### src/rtl/mips_ctrl_pkg.sv
// Shared encodings for the multicycle MIPS main controller: states, opcodes,
// ALU opcode handed to alu_control_unit, and datapath mux selects.
package mips_ctrl_pkg;

  localparam int OPCODE_W = 6;
  localparam int STATE_W  = 4;

  typedef enum logic [STATE_W-1:0] {
    FETCH    = 4'd0,
    DECODE   = 4'd1,
    MEM_ADR  = 4'd2,
    MEM_RD   = 4'd3,
    MEM_WB   = 4'd4,
    MEM_WR   = 4'd5,
    RTYPE_EX = 4'd6,
    RTYPE_WB = 4'd7,
    BEQ_EX   = 4'd8,
    IMM_EX   = 4'd9,
    IMM_WB   = 4'd10,
    JUMP_EX  = 4'd11
  } state_t;

  localparam logic [OPCODE_W-1:0] OP_RTYPE = 6'b000000;
  localparam logic [OPCODE_W-1:0] OP_LW    = 6'b100011;
  localparam logic [OPCODE_W-1:0] OP_SW    = 6'b101011;
  localparam logic [OPCODE_W-1:0] OP_BEQ   = 6'b000100;
  localparam logic [OPCODE_W-1:0] OP_ADDI  = 6'b001000;
  localparam logic [OPCODE_W-1:0] OP_SLTI  = 6'b001010;
  localparam logic [OPCODE_W-1:0] OP_J     = 6'b000010;

  localparam logic [1:0] ALU_OP_FUNCT = 2'b00;
  localparam logic [1:0] ALU_OP_SUB   = 2'b01;
  localparam logic [1:0] ALU_OP_SLTI  = 2'b10;
  localparam logic [1:0] ALU_OP_ADD   = 2'b11;

  localparam logic [1:0] PC_SRC_ALU    = 2'b00;
  localparam logic [1:0] PC_SRC_ALUOUT = 2'b01;
  localparam logic [1:0] PC_SRC_JUMP   = 2'b10;

  localparam logic [1:0] SRCB_REGB    = 2'b00;
  localparam logic [1:0] SRCB_FOUR    = 2'b01;
  localparam logic [1:0] SRCB_IMM     = 2'b10;
  localparam logic [1:0] SRCB_IMM_SH2 = 2'b11;

endpackage

### src/rtl/mips_main_control_fsm.sv
// Multicycle MIPS main controller: sequences fetch/decode/execute/memory/
// writeback, stalling on the unified memory's mem_ready handshake.
module mips_main_control_fsm
  import mips_ctrl_pkg::*;
#(
  parameter int OPW = 6,
  parameter int STW = 4
) (
  input  logic           clk,
  input  logic           rst,
  input  logic [OPW-1:0] opcode,
  input  logic           zero,
  input  logic           mem_ready,
  output logic           mem_req,
  output logic           mem_we,
  output logic           iord,
  output logic           ir_write,
  output logic           pc_write_en,
  output logic [1:0]     pc_src,
  output logic           alu_src_a,
  output logic [1:0]     alu_src_b,
  output logic [1:0]     alu_opcode,
  output logic           reg_write,
  output logic           reg_dst,
  output logic           mem_to_reg,
  output logic           illegal_op,
  output logic [STW-1:0] state_o
);

  state_t r_state;
  state_t w_nextState;
  logic   r_isSlti;

  always_ff @(posedge clk) begin
    if (rst) begin
      r_state  <= FETCH;
      r_isSlti <= 1'b0;
    end else begin
      r_state <= w_nextState;
      // Latch the immediate flavour in DECODE so IMM_EX needs no opcode look.
      if (r_state == DECODE) r_isSlti <= (opcode == OP_SLTI);
    end
  end

  always_comb begin
    w_nextState = FETCH;
    mem_req     = 1'b0;
    mem_we      = 1'b0;
    iord        = 1'b0;
    ir_write    = 1'b0;
    pc_write_en = 1'b0;
    pc_src      = PC_SRC_ALU;
    alu_src_a   = 1'b0;
    alu_src_b   = SRCB_REGB;
    alu_opcode  = ALU_OP_ADD;
    reg_write   = 1'b0;
    reg_dst     = 1'b0;
    mem_to_reg  = 1'b0;
    illegal_op  = 1'b0;

    case (r_state)
      FETCH: begin
        mem_req     = 1'b1;
        alu_src_b   = SRCB_FOUR;
        ir_write    = mem_ready;
        pc_write_en = mem_ready;
        w_nextState = mem_ready ? DECODE : FETCH;
      end
      DECODE: begin
        alu_src_b = SRCB_IMM_SH2;
        case (opcode)
          OP_LW, OP_SW:     w_nextState = MEM_ADR;
          OP_RTYPE:         w_nextState = RTYPE_EX;
          OP_BEQ:           w_nextState = BEQ_EX;
          OP_ADDI, OP_SLTI: w_nextState = IMM_EX;
          OP_J:             w_nextState = JUMP_EX;
          default:          illegal_op  = 1'b1;
        endcase
      end
      MEM_ADR: begin
        alu_src_a   = 1'b1;
        alu_src_b   = SRCB_IMM;
        w_nextState = (opcode == OP_SW) ? MEM_WR : MEM_RD;
      end
      MEM_RD: begin
        mem_req     = 1'b1;
        iord        = 1'b1;
        w_nextState = mem_ready ? MEM_WB : MEM_RD;
      end
      MEM_WB: begin
        reg_write  = 1'b1;
        mem_to_reg = 1'b1;
      end
      MEM_WR: begin
        mem_req     = 1'b1;
        mem_we      = 1'b1;
        iord        = 1'b1;
        w_nextState = mem_ready ? FETCH : MEM_WR;
      end
      RTYPE_EX: begin
        alu_src_a   = 1'b1;
        alu_opcode  = ALU_OP_FUNCT;
        w_nextState = RTYPE_WB;
      end
      RTYPE_WB: begin
        reg_write = 1'b1;
        reg_dst   = 1'b1;
      end
      BEQ_EX: begin
        alu_src_a   = 1'b1;
        alu_opcode  = ALU_OP_SUB;
        pc_src      = PC_SRC_ALUOUT;
        pc_write_en = zero;
      end
      IMM_EX: begin
        alu_src_a   = 1'b1;
        alu_src_b   = SRCB_IMM;
        alu_opcode  = r_isSlti ? ALU_OP_SLTI : ALU_OP_ADD;
        w_nextState = IMM_WB;
      end
      IMM_WB: reg_write = 1'b1;
      JUMP_EX: begin
        pc_src      = PC_SRC_JUMP;
        pc_write_en = 1'b1;
      end
      default: w_nextState = FETCH;
    endcase

    // Reset overrides everything so an aborted instruction cannot write.
    if (rst) begin
      mem_req     = 1'b0;
      mem_we      = 1'b0;
      iord        = 1'b0;
      ir_write    = 1'b0;
      pc_write_en = 1'b0;
      pc_src      = PC_SRC_ALU;
      alu_src_a   = 1'b0;
      alu_src_b   = SRCB_REGB;
      alu_opcode  = ALU_OP_ADD;
      reg_write   = 1'b0;
      reg_dst     = 1'b0;
      mem_to_reg  = 1'b0;
      illegal_op  = 1'b0;
    end
  end

  assign state_o = rst ? STW'(FETCH) : STW'(r_state);

endmodule
### config.mk
export PLATFORM = sky130hd
export DESIGN_NAME = mips_main_control_fsm
export DESIGN_NICKNAME = d
export VERILOG_FILES = /design/src/rtl/mips_ctrl_pkg.sv /design/src/rtl/mips_main_control_fsm.sv
export SDC_FILE = /design/constraint.sdc
export NUM_CORES = 1
export LEC_CHECK = 0
export ABC_AREA = 1
export CORE_MARGIN = 4
export CORE_UTILIZATION = 39
export CTS_CLUSTER_DIAMETER = 80
export CTS_CLUSTER_SIZE = 30
export DETAILED_ROUTE_END_ITERATION = 7
export GPL_TIMING_DRIVEN = 0
export PLACE_DENSITY_LB_ADDON = 0.15
export SLEW_MARGIN = 40
export SYNTH_ARGS = -nofsm -noshare
export SYNTH_HDL_FRONTEND = slang
export SYNTH_SLANG_ARGS = --single-unit
### constraint.sdc
create_clock -name clk -period 1.5 [get_ports clk]
set_clock_uncertainty 0.05 [all_clocks]
set_input_delay 0.15 -clock clk [delete_from_list [all_inputs] [get_ports clk]]
set_output_delay 0.15 -clock clk [all_outputs]
set_load 0.02 [all_outputs]
==> results by group <==
Outcome
  • Status: finished, violations left
  • Failing checks: negative setup slack

Placement
  • HPWL Detailed: roughly 1500 µm
  • Buffers on Ports: 29
  • DP Area: 923 µm²
  • GPL Wtd Cong: 0.908
  • Worst slack at placement: -0.515 ns

Die
  • # IOs: 30
  • FP Rows: 13
  • Chip width: 47.4 µm
  • Full die area: ~2200 µm²
  • Die height: 47.4 µm
  • Initial core utilization: 43.7%
  • Core footprint: approximately 1400 µm²

Setup path
  • Levels on crit path: 8
  • CP most frequent cell: nand2_2
  • Worst path max stage delay: 0.39 ns
  • RR Startpoint: r_state[2]
  • Reg2reg path depth: 9
  • CP Class: reg -> out
  • Start point of the critical path: r_state[1]
  • Flop2flop setup slack: 0.06 ns
  • CP endpoint kind: output port
  • Crit-path max FO: 5
  • WP data arrival: 1.43 ns
  • Slowest CP cell: dfxtp_4
  • Worst setup SP type: flip-flop
  • Critical-path cell list: inv_4 -> nor2_4 -> nand2_2 -> nand2_2 -> nor2_2 -> nor2_1 -> nand2_1 -> buf_6
  • Crit path capture: alu_opcode[1]
  • Reg2Reg Capture Point: r_state[2]
  • CP top delay family: simple AND/OR/NAND/NOR gates
  • Req. time, crit path: 1.30 ns
  • Critical path buffers and inverters: 2

Min path
  • Critical hold path startpoint: opcode[2]
  • Worst Hold Class: in -> reg

Pwr
  • Leakage power: 0.000591 µW
  • VDD IR-drop max: 0.537 mV
  • Pwr dens: around 410 nW/µm²

Clocking
  • Hold Buf Count CTS: 0
  • H-tree levels: 1
  • Deepest clock path buffer count: 2
  • Worst-skew pair later-pin latency: approximately 0.24 ns
  • Root buf cell: clkbuf_4
  • Clk slew on worst S/H paths: 0.04 ns
  • CTS Buf Count: 3
  • CTS tree: built
  • Clock Sinks: 5

STA
  • Clock period minus final worst setup slack: approximately 1.6 ns
  • Max Clk Rate: 614 MHz
  • Hold Fails Final Rpt: 0
  • Hold Slack: 0.261 ns
  • Final setup viols: 8
  • RSZ-0062 raised after global routing: yes
  • Relative slew margins: 83.0%
  • Worst slew pin tran: 0.254 ns
  • Max-slew violation count: 0
  • Worst Slack Setup Final: -0.128 ns
  • Final period utilization: 109%

Job
  • Max-Cap Viols: 0

Drt
  • DR pass1 iterations: 4
  • Detailed Route Iter0 Violations: between 40 and 50
  • Post-route ant nets: 0
  • Routed wire length: approximately 2600 µm
  • Post-route DRC: 0
  • Wire per inst: 14.4 µm
  • DR vias: 978
  • Vias per cell: roughly 5.5

Yosys
  • Sequential share of the synthesized area: 16.6%
  • Syn Area/Cell: 5.08 µm²
  • Post-synth cell types: 16
  • #FFs+latches synth: 5
  • Synthesized area: between 600 and 700 µm²
  • Yosys warns: 0
  • Post-Synthesis Cells: 119
  • Post-synth net total: 129

GRT
  • GRT overflow: 0
  • First-pass GRT wire length: 3310 µm
  • Largest net degree at the start of global routing: 11
  • Gr usage total: 20.2%
  • Initial antenna violation count: 0
  • Vias in the first global route: 825

Final layout
  • Area of the multi-input gates: 533 µm²
  • Sequential cell area: around 120 µm²
  • Post-route design area: around 1100 µm²
  • Final Util: 80.0%
  • Diode count: 0
  • Synthesis-to-finish area growth: 83.0%
  • Share of cells above drive strength 1: 44.4%
  • Fill cells: 94
  • # nets final: 173
-- worst reg2reg max path, stage by stage (launching register included) --
cell	delay, ns
dfxtp_4	0.37
nor2_4	0.17
inv_2	0.08
nor2_4	0.12
buf_4	0.13
buf_4	0.13
nand2_1	0.06
o21ai_0	0.09
nor2_1	0.07
nor2_1	0.09
-- metal layers --
metal	up-vias	GRT usage (%)	part of all wire, %
met4	0	5.52	4.8
met2	60	39.0	54
met3	18	2.30	6.9
li1	463	-	-
met5	-	0	0
met1	437	22.7	35
-- synthesized netlist by cell type (all sizes together) --
master	count	area, µm²
buf	2	10.0
nand2	29	111
dfxtp	5	100
o21ai	2	10.0
a31oi	1	6.26
a21oi	7	35.0
o2111ai	1	8.76
nor2	37	166
inv	17	63.8
nor3	5	25.0
nand3	12	60.1
a211oi	1	7.51
-- layout make-up --
type | instances | area share [%]
Inverter | 17 | 6.22
Multi-Input combinational cell | 95 | 48.2
Buffer | 2 | 1.70
Tap cell | 15 | 1.70
Sequential cell | 5 | 10.4
Clock buffer | 4 | 2.38
Timing Repair Buffer | 39 | 29.4
-- kinds of logic after synthesis --
kind of cell           Yosys count  share of synthesized area [%]
flip-flops                       5                           16.6
AND/OR/NAND/NOR                 83                           60.0
AO/OA/AOI/OAI                   12                           11.2
buffers and inverters           19                           12.2
-- where the power goes --
part | total [µW] | internal (µW) | switching, µW
clock network | 154 | 101 | 53.8
logic | 162 | 67.2 | 94.9
registers | 142 | 133 | 9.31
total | 459 | 301 | 158
-- per-stage QoR --
stage	cells	total power, µW	TNS [ns]
floorplan	119	221	0
global placement	163	288	-8.04
detailed placement	163	290	-8.24
CTS	170	439	-0.110
global route	177	483	-0.954
finish	177	459	-0.336
-- cells in the final DEF (no fill, tap or decap) --
cell type,instances
clkdlybuf4s15_1,1
a211oi_2,1
nor3_2,3
clkbuf_1,1
inv_4,2
nand2_2,7
buf_4,19
nand2_1,22
nor3_1,2
buf_2,3
nand3_2,2
dfxtp_4,4
dlymetal6s2s_1,5
nand3_1,10
a21oi_2,1
nor2_2,6
nor2_1,23
dfxtp_1,1
a21oi_1,6
clkbuf_4,3
o2111ai_2,1
o21ai_0,2
a31oi_1,1
inv_1,9
inv_2,6
nor2_4,8
buf_6,3
clkbuf_2,3
dlygate4sd2_1,4
clkdlybuf4s50_1,3
-- registers in the layout (all words and copies together) (netlist names) --
signal,cells
r_state,4
r_isSlti,1
-- what timing repair did --
| action | 4_1_cts | 5_1_grt |
|---|---|---|
| endpoints found under the hold margin | 0 | 0 |
| setup buffers | 3 | 7 |
| gates resized for setup | 96 | 36 |
| pin swaps | 3 | 12 |
| setup endpoints to repair | 20 | 17 |
-- how the worst min path moves through the flow --
| stage | cells after the start | slack [ns] | end |
|---|---|---|---|
| after floorplan | 3 | 0.29 | r_isSlti |
| after global placement | 2 | 0.51 | r_isSlti |
| after detailed placement | 2 | 0.54 | r_isSlti |
| after CTS | 3 | 0.42 | r_state[1] |
| after global routing | 4 | 0.30 | r_isSlti |
| final | 4 | 0.26 | r_isSlti |
Power figures use the tool's default switching activity.
